[config.mk]
export PLATFORM = sky130hd
export DESIGN_NAME = control_step_sequencer_flat
export DESIGN_NICKNAME = d
export VERILOG_FILES = /design/src/rtl/control_step_sequencer_if.sv /design/src/rtl/control_step_sequencer.sv /design/src/flat_wrapper.sv
export SDC_FILE = /design/constraint.sdc
export NUM_CORES = 1
export LEC_CHECK = 0
export CORE_UTILIZATION = 25
export CTS_CLUSTER_DIAMETER = 150
export DETAILED_ROUTE_END_ITERATION = 12
export SLEW_MARGIN = 20
export SYNTH_ARGS = -nofsm -noshare
export SYNTH_HDL_FRONTEND = slang
export SYNTH_SLANG_ARGS = --single-unit
[constraint.sdc]
create_clock -name clk -period 3.4 [get_ports clk]
set_input_delay 0.68 -clock clk [delete_from_list [all_inputs] [get_ports clk]]
set_output_delay 0.68 -clock clk [all_outputs]
set_load 0.05 [all_outputs]
[src/rtl/control_step_sequencer_if.sv]
// control_step_sequencer_if: control-unit handshake and fetch-strobe bundle of the step sequencer
interface control_step_sequencer_if #(
    parameter int NUM_STEPS = 8,
    parameter int STEP_W    = 3
);
    logic                 run_i, stop_i, end_i, mem_ready_i;
    logic [STEP_W-1:0]    step_o;
    logic [NUM_STEPS-1:0] t_o;
    logic                 running_o, fault_o;
    logic                 pc_out_o, mar_in_o, inc_pc_o, zlow_in_o, zlow_out_o;
    logic                 pc_in_o, read_o, mdr_in_o, mdr_out_o, ir_in_o;
    modport slave (
        input  run_i, stop_i, end_i, mem_ready_i,
        output step_o, t_o, running_o, fault_o,
               pc_out_o, mar_in_o, inc_pc_o, zlow_in_o, zlow_out_o,
               pc_in_o, read_o, mdr_in_o, mdr_out_o, ir_in_o
    );
    modport master (
        output run_i, stop_i, end_i, mem_ready_i,
        input  step_o, t_o, running_o, fault_o,
               pc_out_o, mar_in_o, inc_pc_o, zlow_in_o, zlow_out_o,
               pc_in_o, read_o, mdr_in_o, mdr_out_o, ir_in_o
    );
endinterface

[src/rtl/control_step_sequencer.sv]
// control_step_sequencer: one-hot T-step generator with fetch-phase strobes, memory wait, overrun fault and halt
module control_step_sequencer #(
    parameter int NUM_STEPS = 8,
    parameter int STEP_W    = 3
) (
    input  logic                      clk,
    input  logic                      rst,
    control_step_sequencer_if.slave   b
);
    localparam logic [1:0] IDLE = 2'd0;
    localparam logic [1:0] RUN  = 2'd1;
    localparam logic [1:0] WAIT = 2'd2;
    localparam logic [1:0] HALT = 2'd3;
    localparam logic [STEP_W-1:0] LAST = STEP_W'(NUM_STEPS - 1);

    logic [1:0]        state_q, state_d;
    logic [STEP_W-1:0] step_q, step_d;
    logic              pend_q, pend_d, fault_q, fault_d, wrap;
    logic              act, t0, t1, t2;

    // next state: start/resume, T1 memory wait, End restart, overrun wrap, halt at instruction boundary
    always_comb begin
        state_d = state_q;
        step_d  = step_q;
        pend_d  = pend_q;
        fault_d = 1'b0;
        wrap    = 1'b0;
        if (state_q == IDLE || state_q == HALT) begin
            if (b.run_i && !b.stop_i) begin
                state_d = RUN;
                step_d  = '0;
            end
        end else begin
            pend_d = pend_q | b.stop_i;
            if (state_q == WAIT || step_q == STEP_W'(1)) begin
                state_d = b.mem_ready_i ? RUN : WAIT;
                step_d  = b.mem_ready_i ? STEP_W'(2) : STEP_W'(1);
            end else if (step_q >= STEP_W'(3) && b.end_i) begin
                wrap = 1'b1;
            end else if (step_q == LAST) begin
                wrap    = 1'b1;
                fault_d = 1'b1;
            end else begin
                step_d = step_q + STEP_W'(1);
            end
            if (wrap) begin
                step_d  = '0;
                state_d = pend_d ? HALT : RUN;
                pend_d  = 1'b0;
            end
        end
    end

    // state registers; clear abandons any instruction in flight
    always_ff @(posedge clk or posedge rst) begin
        if (rst) begin
            state_q <= IDLE;
            step_q  <= '0;
            pend_q  <= 1'b0;
            fault_q <= 1'b0;
        end else begin
            state_q <= state_d;
            step_q  <= step_d;
            pend_q  <= pend_d;
            fault_q <= fault_d;
        end
    end

    // output decode of registered step; only T1 looks at MemReady
    always_comb begin
        act          = state_q == RUN || state_q == WAIT;
        t0           = act && step_q == STEP_W'(0);
        t1           = act && step_q == STEP_W'(1);
        t2           = act && step_q == STEP_W'(2);
        b.step_o     = act ? step_q : '0;
        b.t_o        = act ? NUM_STEPS'(1) << step_q : '0;
        b.running_o  = act;
        b.fault_o    = fault_q;
        b.pc_out_o   = t0;
        b.mar_in_o   = t0;
        b.inc_pc_o   = t0;
        b.zlow_in_o  = t0;
        b.read_o     = t1;
        b.mdr_in_o   = t1;
        b.zlow_out_o = t1 && b.mem_ready_i;
        b.pc_in_o    = t1 && b.mem_ready_i;
        b.mdr_out_o  = t2;
        b.ir_in_o    = t2;
    end
endmodule
[src/flat_wrapper.sv]
// flat-port wrapper written by rule: the top's interface ports become plain ports
module control_step_sequencer_flat 
#(
    parameter int NUM_STEPS = 8,
    parameter int STEP_W    = 3
)
  (clk, rst, b_run_i, b_stop_i, b_end_i, b_mem_ready_i, b_step_o, b_t_o, b_running_o, b_fault_o, b_pc_out_o, b_mar_in_o, b_inc_pc_o, b_zlow_in_o, b_zlow_out_o, b_pc_in_o, b_read_o, b_mdr_in_o, b_mdr_out_o, b_ir_in_o);
  control_step_sequencer_if #(.NUM_STEPS(NUM_STEPS), .STEP_W(STEP_W)) b_i ();
  input  logic clk;
  input  logic rst;
  input wire logic [$bits(b_i.run_i)-1:0] b_run_i;
  input wire logic [$bits(b_i.stop_i)-1:0] b_stop_i;
  input wire logic [$bits(b_i.end_i)-1:0] b_end_i;
  input wire logic [$bits(b_i.mem_ready_i)-1:0] b_mem_ready_i;
  output wire logic [$bits(b_i.step_o)-1:0] b_step_o;
  output wire logic [$bits(b_i.t_o)-1:0] b_t_o;
  output wire logic [$bits(b_i.running_o)-1:0] b_running_o;
  output wire logic [$bits(b_i.fault_o)-1:0] b_fault_o;
  output wire logic [$bits(b_i.pc_out_o)-1:0] b_pc_out_o;
  output wire logic [$bits(b_i.mar_in_o)-1:0] b_mar_in_o;
  output wire logic [$bits(b_i.inc_pc_o)-1:0] b_inc_pc_o;
  output wire logic [$bits(b_i.zlow_in_o)-1:0] b_zlow_in_o;
  output wire logic [$bits(b_i.zlow_out_o)-1:0] b_zlow_out_o;
  output wire logic [$bits(b_i.pc_in_o)-1:0] b_pc_in_o;
  output wire logic [$bits(b_i.read_o)-1:0] b_read_o;
  output wire logic [$bits(b_i.mdr_in_o)-1:0] b_mdr_in_o;
  output wire logic [$bits(b_i.mdr_out_o)-1:0] b_mdr_out_o;
  output wire logic [$bits(b_i.ir_in_o)-1:0] b_ir_in_o;
  assign b_i.run_i = b_run_i;
  assign b_i.stop_i = b_stop_i;
  assign b_i.end_i = b_end_i;
  assign b_i.mem_ready_i = b_mem_ready_i;
  assign b_step_o = b_i.step_o;
  assign b_t_o = b_i.t_o;
  assign b_running_o = b_i.running_o;
  assign b_fault_o = b_i.fault_o;
  assign b_pc_out_o = b_i.pc_out_o;
  assign b_mar_in_o = b_i.mar_in_o;
  assign b_inc_pc_o = b_i.inc_pc_o;
  assign b_zlow_in_o = b_i.zlow_in_o;
  assign b_zlow_out_o = b_i.zlow_out_o;
  assign b_pc_in_o = b_i.pc_in_o;
  assign b_read_o = b_i.read_o;
  assign b_mdr_in_o = b_i.mdr_in_o;
  assign b_mdr_out_o = b_i.mdr_out_o;
  assign b_ir_in_o = b_i.ir_in_o;
  control_step_sequencer #(.NUM_STEPS(NUM_STEPS), .STEP_W(STEP_W)) u_core (.clk(clk), .rst(rst), .b(b_i));
endmodule
-- After elaboration in Yosys (flattened, before gate mapping)
Cells that the tools add are included.
- div/mod/pow operators: 0
- bitwise gates (word level): 1
- equal/unequal tests: 9
- reductions and logical operators: 15
- shifts and indexed selects: 1
- magnitude comparators: 1
- add/sub/neg operators: 1
- multiplexer cells: 23
- multiply operators: 0
- operators with widths (cell ; number):
    $mux W3 ; 7
    $mux W2 ; 7
    $mux W1 ; 8
    $mux W8 ; 1
    $ne A4 B2 Y1 const B ; 2
    $shl A1 B3 Y8 const A ; 1
    $logic_and A1 B1 Y1 ; 6
    $eq A2 B2 Y1 const B ; 2
    $add A3 B1 Y3 const B ; 1
    $eq A3 B1 Y1 const B ; 1
    $eq A3 B2 Y1 const B ; 1
    $eq A3 B3 Y1 const B ; 1
    $ge A3 B2 Y1 const B ; 1
    $logic_not A3 Y1 ; 1
    $logic_or A1 B1 Y1 ; 3
    $reduce_and A3 Y1 ; 1
    $reduce_bool A3 Y1 ; 1
    $eq A2 B1 Y1 const B ; 1
    $logic_not A2 Y1 ; 1
    $ne A2 B2 Y1 const B ; 1
    $reduce_and A2 Y1 ; 1
    $logic_not A1 Y1 ; 1
    $or A1 B1 Y1 ; 1
- memories: 0
- bits in read-only memories: 0
- memory bits (writable): 0
- logic and storage cells: 55
- bits in latches: 0
- output and inout port bits: 23
- register bits after elaboration: 7
- bits of input ports: 6

-- Depth between registers and ports, before layout
Gate-level depths: netlist of run 1.
- depth in word-level cells: 7
- depth in mapped cells: 7
- depth with buffers taken out: 6

-- Worst setup path after synthesis of run 1
Ideal clock, no wire load.
- path type: register -> output
- start point: reg u_core.state_q[0]
- end point: out b_zlow_out_o
- setup slack: 0.555 ns
- data required time: 2.720 ns
- arrival time: 2.165 ns
- stages on the path, launching flop included: 8
- buffers on the path: 2
- cell sequence: dfrtp_1 inv_1 ha_1 buf_6 inv_2 nand2_1 nor2_1 buf_4
- word-level cells in the longest chain between the ends: 4
- elaborated cells between the ends (all ways): 5
- those cells by class: 2 x eq/ne; 3 x reduce/logical
- RTL lines (element ; line ; source):
    start: declaration ; control_step_sequencer.sv:16 ; logic [1:0] state_q, state_d;
    start signal: assignment ; control_step_sequencer.sv:62 ; state_q <= state_d;
    $eq A2 B1 Y1 or $eq A2 B2 Y1 (tied branches) ; control_step_sequencer.sv:71 ; act = state_q == RUN || state_q == WAIT;
    $logic_or A1 B1 Y1 (*) ; control_step_sequencer.sv:71 ;
    via b_running_o ; flat_wrapper.sv:17 ; output wire logic [$bits(b_i.running_o)-1:0] b_running_o;
    $logic_and A1 B1 Y1 (*) ; control_step_sequencer.sv:73 ; t1 = act && step_q == STEP_W'(1);
    $logic_and A1 B1 Y1 (*) ; n/a ;
    end: declaration ; flat_wrapper.sv:23 ; output wire logic [$bits(b_i.zlow_out_o)-1:0] b_zlow_out_o;
Mark *: on every way through the listed nets, which the timed path passes. The rest lies on a longest branch.

-- Worst setup path in the final report of run 1
- start point: reg u_core.state_q[1]
- end point: out b_mar_in_o
- word-level cells in the longest chain between the ends: 3
- elaborated cells between the ends (all ways): 4
- those cells by class: 2 x eq/ne; 2 x reduce/logical
- RTL lines (element ; line ; source):
    $eq A2 B1 Y1 or $eq A2 B2 Y1 (tied branches) ; control_step_sequencer.sv:71 ;
    $logic_or A1 B1 Y1 (*) ; control_step_sequencer.sv:71 ;
    $logic_and A1 B1 Y1 (*) ; control_step_sequencer.sv:72 ; t0 = act && step_q == STEP_W'(0);
    end: declaration ; flat_wrapper.sv:20 ; output wire logic [$bits(b_i.mar_in_o)-1:0] b_mar_in_o;
Every way passes the cells marked *; elsewhere a longest branch is shown, timed or not.

==> metrics.txt, run 1 <==
setup TNS=0 ps; post-CTS sizing=0; Hold Path Stages=2; sequential area share after synthesis=0.290; Remaining DRCs=0; Clock Latency Late Sink=250 ps; multiplexer area fraction after synthesis=0; Most used DFF post-synth=dfrtp_1; Post-Synth Simple-Gate Area=0.222; Layout area overhead=43.6%; Synth top area share=0.290; Num CTS Buffers=3; syn avg cell area=8.62 um2; Least-Margin Pin Slew=508 ps; post-CTS setup buffer count=0; Synth cell types=22; remaining antenna violation count=0; CP max-delay cell=clkdlybuf4s50_1; Diodes inserted=0; Post-synth EDFFs=0; compound-gate portion of the synthesized area=0.168; final net count=106; largest net degree at the start of global routing=11; total track usage=0.117; Worst Path Buf+Inv=2; die span in y=between 50 and 60 um; largest family of logic cells by synthesized area=simple AND/OR/NAND/NOR gates; CP delay by family, top=buffers and inverters; Iter 0 DRT Violations=10; final setup vio count=0; endpoints failing hold=0; final instance area=about 870 um2; Root Buffer=clkbuf_4; first-pass GRT wire length=2320 um; die area=approximately 2600 um2; Cell Area, Synth=603 um2; Synth Instances=70; DRT Pass-1 Iters=4; vias in the first global route=between 500 and 600; initial antenna violation count=0; DP Area=between 800 and 900 um2; critical path required time=2720 ps; total core area=approximately 2200 um2; Final Max Slew Viols=0; Maximum Capacitance Violations=0; Tmin final=between 3000 and 4000 ps; H-tree levels=1; wire per inst=~11 um; post-synthesis register bit count=7; layout cells sized above 1=0.0761; Max-slew headroom=0.660; Final Skew=around 2.2 ps; FMAX=0.333 GHz; most frequent cell after synthesis=buf_4; top cells by count, synth=9 x buf_4, 8 x nor2_1, 7 x dfrtp_1, 7 x ha_1; Arr. time, crit path=roughly 2300 ps; crit-path cells=ha_1, inv_2, and3_1, clkdlybuf4s50_1; vias per cell=4.44; Mapped Nets=83; CP Class=register to primary output; RSZ-0062 raised after global routing=false; Post-Route WL=~1300 um; FFs w/ async S/R, synth=1.00; clock sinks=7; CP Depth=4; Clock Pin Slew Worst Setup and Hold Paths=roughly 50 ps; IO buf count=28; largest area contributor in the netlist=dfrtp_1; fin worst setup slack=between 300 and 400 ps; worst-case clock buffer depth=2; type of origin of the critical path=register; status=finished, final reports clean; Starting Density=0.270; dpl hpwl=~1100 um; Rows=17; gpl congestion=0.824; adder-cell share of the synthesized area=0.145; critical path fanouts, max=10; CTS tree=built; Filler Cell Count=between 200 and 250; dpl ws=545 ps; DIE WIDTH=51.1 um; synth top area cells=dfrtp_1 29%, ha_1 15%, buf_4 11%, and3_1 6.2%, nor2_1 5.0%; IO Count=29; crit end category=primary output; CTS Hold Bufs=0; Synth Warn #=0; fraction of the cycle the final worst path needs=0.883; Layout Utilization=0.388; reg2reg path depth=6; Synth Area in XOR/XNOR=0; Hold Path Class=register to register; Worst path max stage delay=820 ps; grt ovf=0; vias=533
## cell families after synthesis
logic type / after synthesis
adder cells (fa/ha/maj): 7
AO/OA/AOI/OAI: 12
buffers and inverters: 17
flip-flops: 7
AND/OR/NAND/NOR: 27
## path summary, 6_finish.rpt
kind / startpoint / endpoint / slack, ps
min: u_core.pend_q$_DFFE_PP0P_ / u_core.pend_q$_DFFE_PP0P_ / 540
max reg2reg: u_core.step_q[0]$_DFFE_PP0P_ / u_core.state_q[1]$_DFFE_PP0P_ / 1600
max: u_core.state_q[1]$_DFFE_PP0P_ / b_mar_in_o / 400
max in group asynchronous: rst / u_core.b.fault_o$_DFF_PP0_ / 2530
min in group asynchronous: rst / u_core.step_q[0]$_DFFE_PP0P_ / 660
min reg2reg: u_core.pend_q$_DFFE_PP0P_ / u_core.pend_q$_DFFE_PP0P_ / 540
## tightest hold or removal path, cell delays in order (launching register included)
cell and delay (ps):
dfrtp_1 340, a21oi_1 40, a21oi_1 110
## per-stage QoR
stage               instances  hold slack (ps)
floorplan                  70              483
global placement          116              518
detailed placement        116              544
CTS                       120              557
global route              120              592
finish                    120              543
## cell type report
class                           instances  area (um2)  area share
Clock buffer                            4        26.3      0.0303
Inverter                                7        26.3      0.0303
Multi-Input combinational cell         46         323       0.373
Sequential cell                         7         175       0.202
Tap cell                               28        35.0      0.0405
Timing Repair Buffer                   28         280       0.324
## cell usage in the layout, fill, tap and decap left out, drive strengths merged
cell type       n
a211oi          1
clkdlybuf4s50  28
a211o           2
o2bb2ai         1
o21bai          1
inv             7
or3             1
clkbuf          4
and3            6
nor2b           3
a21oi           3
a221o           1
nor2            8
nor3            4
ha              7
nand2           5
a21o            1
a22oi           1
dfrtp           7
o31ai           1
## flip-flops by register name, summed over array words and instances, names as in the netlist
register and count:
u_core.b.fault_o 1, u_core.pend_q 1, u_core.state_q 2, u_core.step_q 3
## routing by layer
layer	global-route usage	share of wire	vias to the layer above	wire, um
met2	0.202	0.50	21	658
met4	0.0556	0	0	0
met3	0.0268	0.063	0	84
met1	0.136	0.44	239	580
met5	0	0	-	0
li1	-	-	273	-
Power of run 1 is not shown: default switching activity piles up to over one toggle a cycle in this logic, so the estimate is an artifact.
==> run 2: changes to the inputs <==
--- a/config.mk
+++ b/config.mk
@@ -5,6 +5,7 @@
 export SDC_FILE = /design/constraint.sdc
 export NUM_CORES = 1
 export LEC_CHECK = 0
+export CAP_MARGIN = 15
 export CORE_UTILIZATION = 25
 export CTS_CLUSTER_DIAMETER = 150
 export DETAILED_ROUTE_END_ITERATION = 12
==> results of run 2 <==
No change in the layout: final DEF, timing and power equal those of run 1.
Power of run 2 is left out for the same reason.
==> run 3: changes to the inputs <==
--- a/config.mk
+++ b/config.mk
@@ -9,6 +9,7 @@
 export CORE_UTILIZATION = 25
 export CTS_CLUSTER_DIAMETER = 150
 export DETAILED_ROUTE_END_ITERATION = 12
+export MAX_ROUTING_LAYER = met4
 export SLEW_MARGIN = 20
 export SYNTH_ARGS = -nofsm -noshare
 export SYNTH_HDL_FRONTEND = slang
==> run 3 against run 2 <==
Effect of this change: via count rose by 0.19%; critical endpoint unchanged; maximum frequency is essentially flat; sequential cell count stayed put; routed wire length decreased by 0.68%; critical path type unchanged; die area unchanged.
==> metrics.txt, run 3 (synthesized netlist as in run 1, its figures left out) <==
vias in the first global route=521 (was 522); CP Depth=4 (unchanged); Layout area overhead=43.6% (unchanged); total track usage=0.120 (was 0.117); Hold Slack=543 ps (about the same); status=finished, final reports clean (unchanged); H-tree levels=1 (unchanged); DRT Pass-1 Iters=4 (unchanged); crit-path cells=ha_1, inv_2, and3_1, clkdlybuf4s50_1 (unchanged); worst reg-to-reg setup slack=1600 ps (about the same); Iter 0 DRT Violations=9 (was 10); CP Class=register to primary output (unchanged); crit end category=primary output (unchanged); CP max-delay cell=clkdlybuf4s50_1 (unchanged); post-CTS sizing=0 (unchanged); non-filler cells, final=120 (unchanged); Clock Latency Late Sink=250 ps (about the same); Least-Margin Pin Slew=508 ps (unchanged); Clock Pin Slew Worst Setup and Hold Paths=50 ps (about the same); Num CTS Buffers=3 (unchanged); CTS Hold Bufs=0 (unchanged); Root Buffer=clkbuf_4 (unchanged); Final Skew=2.16 ps (about the same); Worst Path Buf+Inv=2 (unchanged); Remaining DRCs=0 (unchanged); worst setup path start=u_core.state_q[1]$_DFFE_PP0P_ (unchanged); r2r endpoint=u_core.state_q[1]$_DFFE_PP0P_ (unchanged); Post-Route WL=1310 um (was 1320 um); wire per inst=11.0 um (about the same); Tmin final=3000 ps (about the same); Final Max Slew Viols=0 (unchanged); Max-slew headroom=0.660 (unchanged); Maximum Capacitance Violations=0 (unchanged); largest net degree at the start of global routing=11 (unchanged); grt ovf=0 (unchanged); reg2reg path depth=6 (unchanged); Worst path max stage delay=820 ps (about the same); Arr. time, crit path=2320 ps (about the same); r2r startpoint=u_core.step_q[0]$_DFFE_PP0P_ (unchanged); remaining antenna violation count=0 (unchanged); Placed Instances=116 (unchanged); vias=534 (was 533); type of origin of the critical path=register (unchanged); biggest regs=u_core.step_q x3, u_core.state_q x2 (unchanged); DIE WIDTH=51.1 um (unchanged); dpl hpwl=1110 um (unchanged); Multi-input gate area=323 um2 (unchanged); fraction of the cycle the final worst path needs=0.883 (about the same); leading cell type in the layout, fill and taps excluded=clkdlybuf4s50_1 (unchanged); IO buf count=28 (unchanged); die area=2610 um2 (unchanged); Rows=17 (unchanged); critical path fanouts, max=10 (unchanged); first-pass GRT wire length=2320 um (unchanged); end point of the critical path=b_mar_in_o (unchanged); Filler Cell Count=248 (unchanged); FMAX=0.333 GHz (about the same); final net count=106 (unchanged); critical path required time=2720 ps (about the same); die span in y=51.1 um (unchanged); Starting Density=0.270 (unchanged); max reg flops=3 (unchanged); CP delay by family, top=buffers and inverters (unchanged); worst-case clock buffer depth=2 (unchanged); setup TNS=0 ps (unchanged); final setup vio count=0 (unchanged); endpoints failing hold=0 (unchanged); gpl congestion=0.836 (was 0.824); IO Count=29 (unchanged); initial antenna violation count=0 (unchanged); Diodes inserted=0 (unchanged); clock sinks=7 (unchanged); layout cells sized above 1=0.0761 (unchanged); commonest cells after routing, fill and taps aside=28 x clkdlybuf4s50_1, 8 x nor2_1, 7 x ha_1, 7 x dfrtp_1 (unchanged); Seq. cell area=175 um2 (unchanged); Biggest register=u_core.step_q (unchanged); total core area=2230 um2 (unchanged); RSZ-0062 raised after global routing=false (unchanged); CTS tree=built (unchanged); vias per cell=4.45 (was 4.44); Hold Path Class=register to register (unchanged); post-CTS setup buffer count=0 (unchanged)
## run 3: how the worst min path moves through the flow
stage                         startpoint                         end  cells past startpoint  slack, ps
5_1_grt        u_core.pend_q$_DFFE_PP0P_   u_core.pend_q$_DFFE_PP0P_                      2        590
2_1_floorplan                        rst  u_core.b.fault_o$_DFF_PP0_                      1        480
3_3_place_gp   u_core.pend_q$_DFFE_PP0P_   u_core.pend_q$_DFFE_PP0P_                      2        520
6_report       u_core.pend_q$_DFFE_PP0P_   u_core.pend_q$_DFFE_PP0P_                      2        540
3_5_place_dp   u_core.pend_q$_DFFE_PP0P_   u_core.pend_q$_DFFE_PP0P_                      2        540
4_1_cts        u_core.pend_q$_DFFE_PP0P_   u_core.pend_q$_DFFE_PP0P_                      2        560
## run 3: final cells by class
type	count	share of cell area
multi-input cells	46	0.373
repair buffers	28	0.324
flip-flops and latches	7	0.202
well taps	28	0.0405
clock buffers	4	0.0303
inverters	7	0.0303
## run 3: metal layers
| layer | wire, um | up-vias | global-route usage |
|---|---|---|---|
| met2 | 639 | 21 | 0.202 |
| met5 | 0 | - | - |
| li1 | - | 273 | - |
| met1 | 593 | 240 | 0.137 |
| met3 | 80 | 0 | 0.0238 |
| met4 | 0 | 0 | 0.0556 |
## run 3: worst reg2reg max path: stages, from the launching register on
cell and delay, ps:
dfrtp_1 450, ha_1 250, ha_1 190, a211o_1 300
a21o_4 250, a22oi_2 160, a221o_1 150
## run 3: metrics by stage
stage | area [um2] | util | setup slack (ps)
2_1_floorplan | 603 | - | 555
3_3_place_gp | 840 | 0.376 | 568
3_5_place_dp | 840 | 0.376 | 545
4_1_cts | 866 | 0.388 | 372
5_1_grt | 866 | 0.388 | 247
6_report | 866 | 0.388 | 399
Power of run 3 is left out for the same reason.
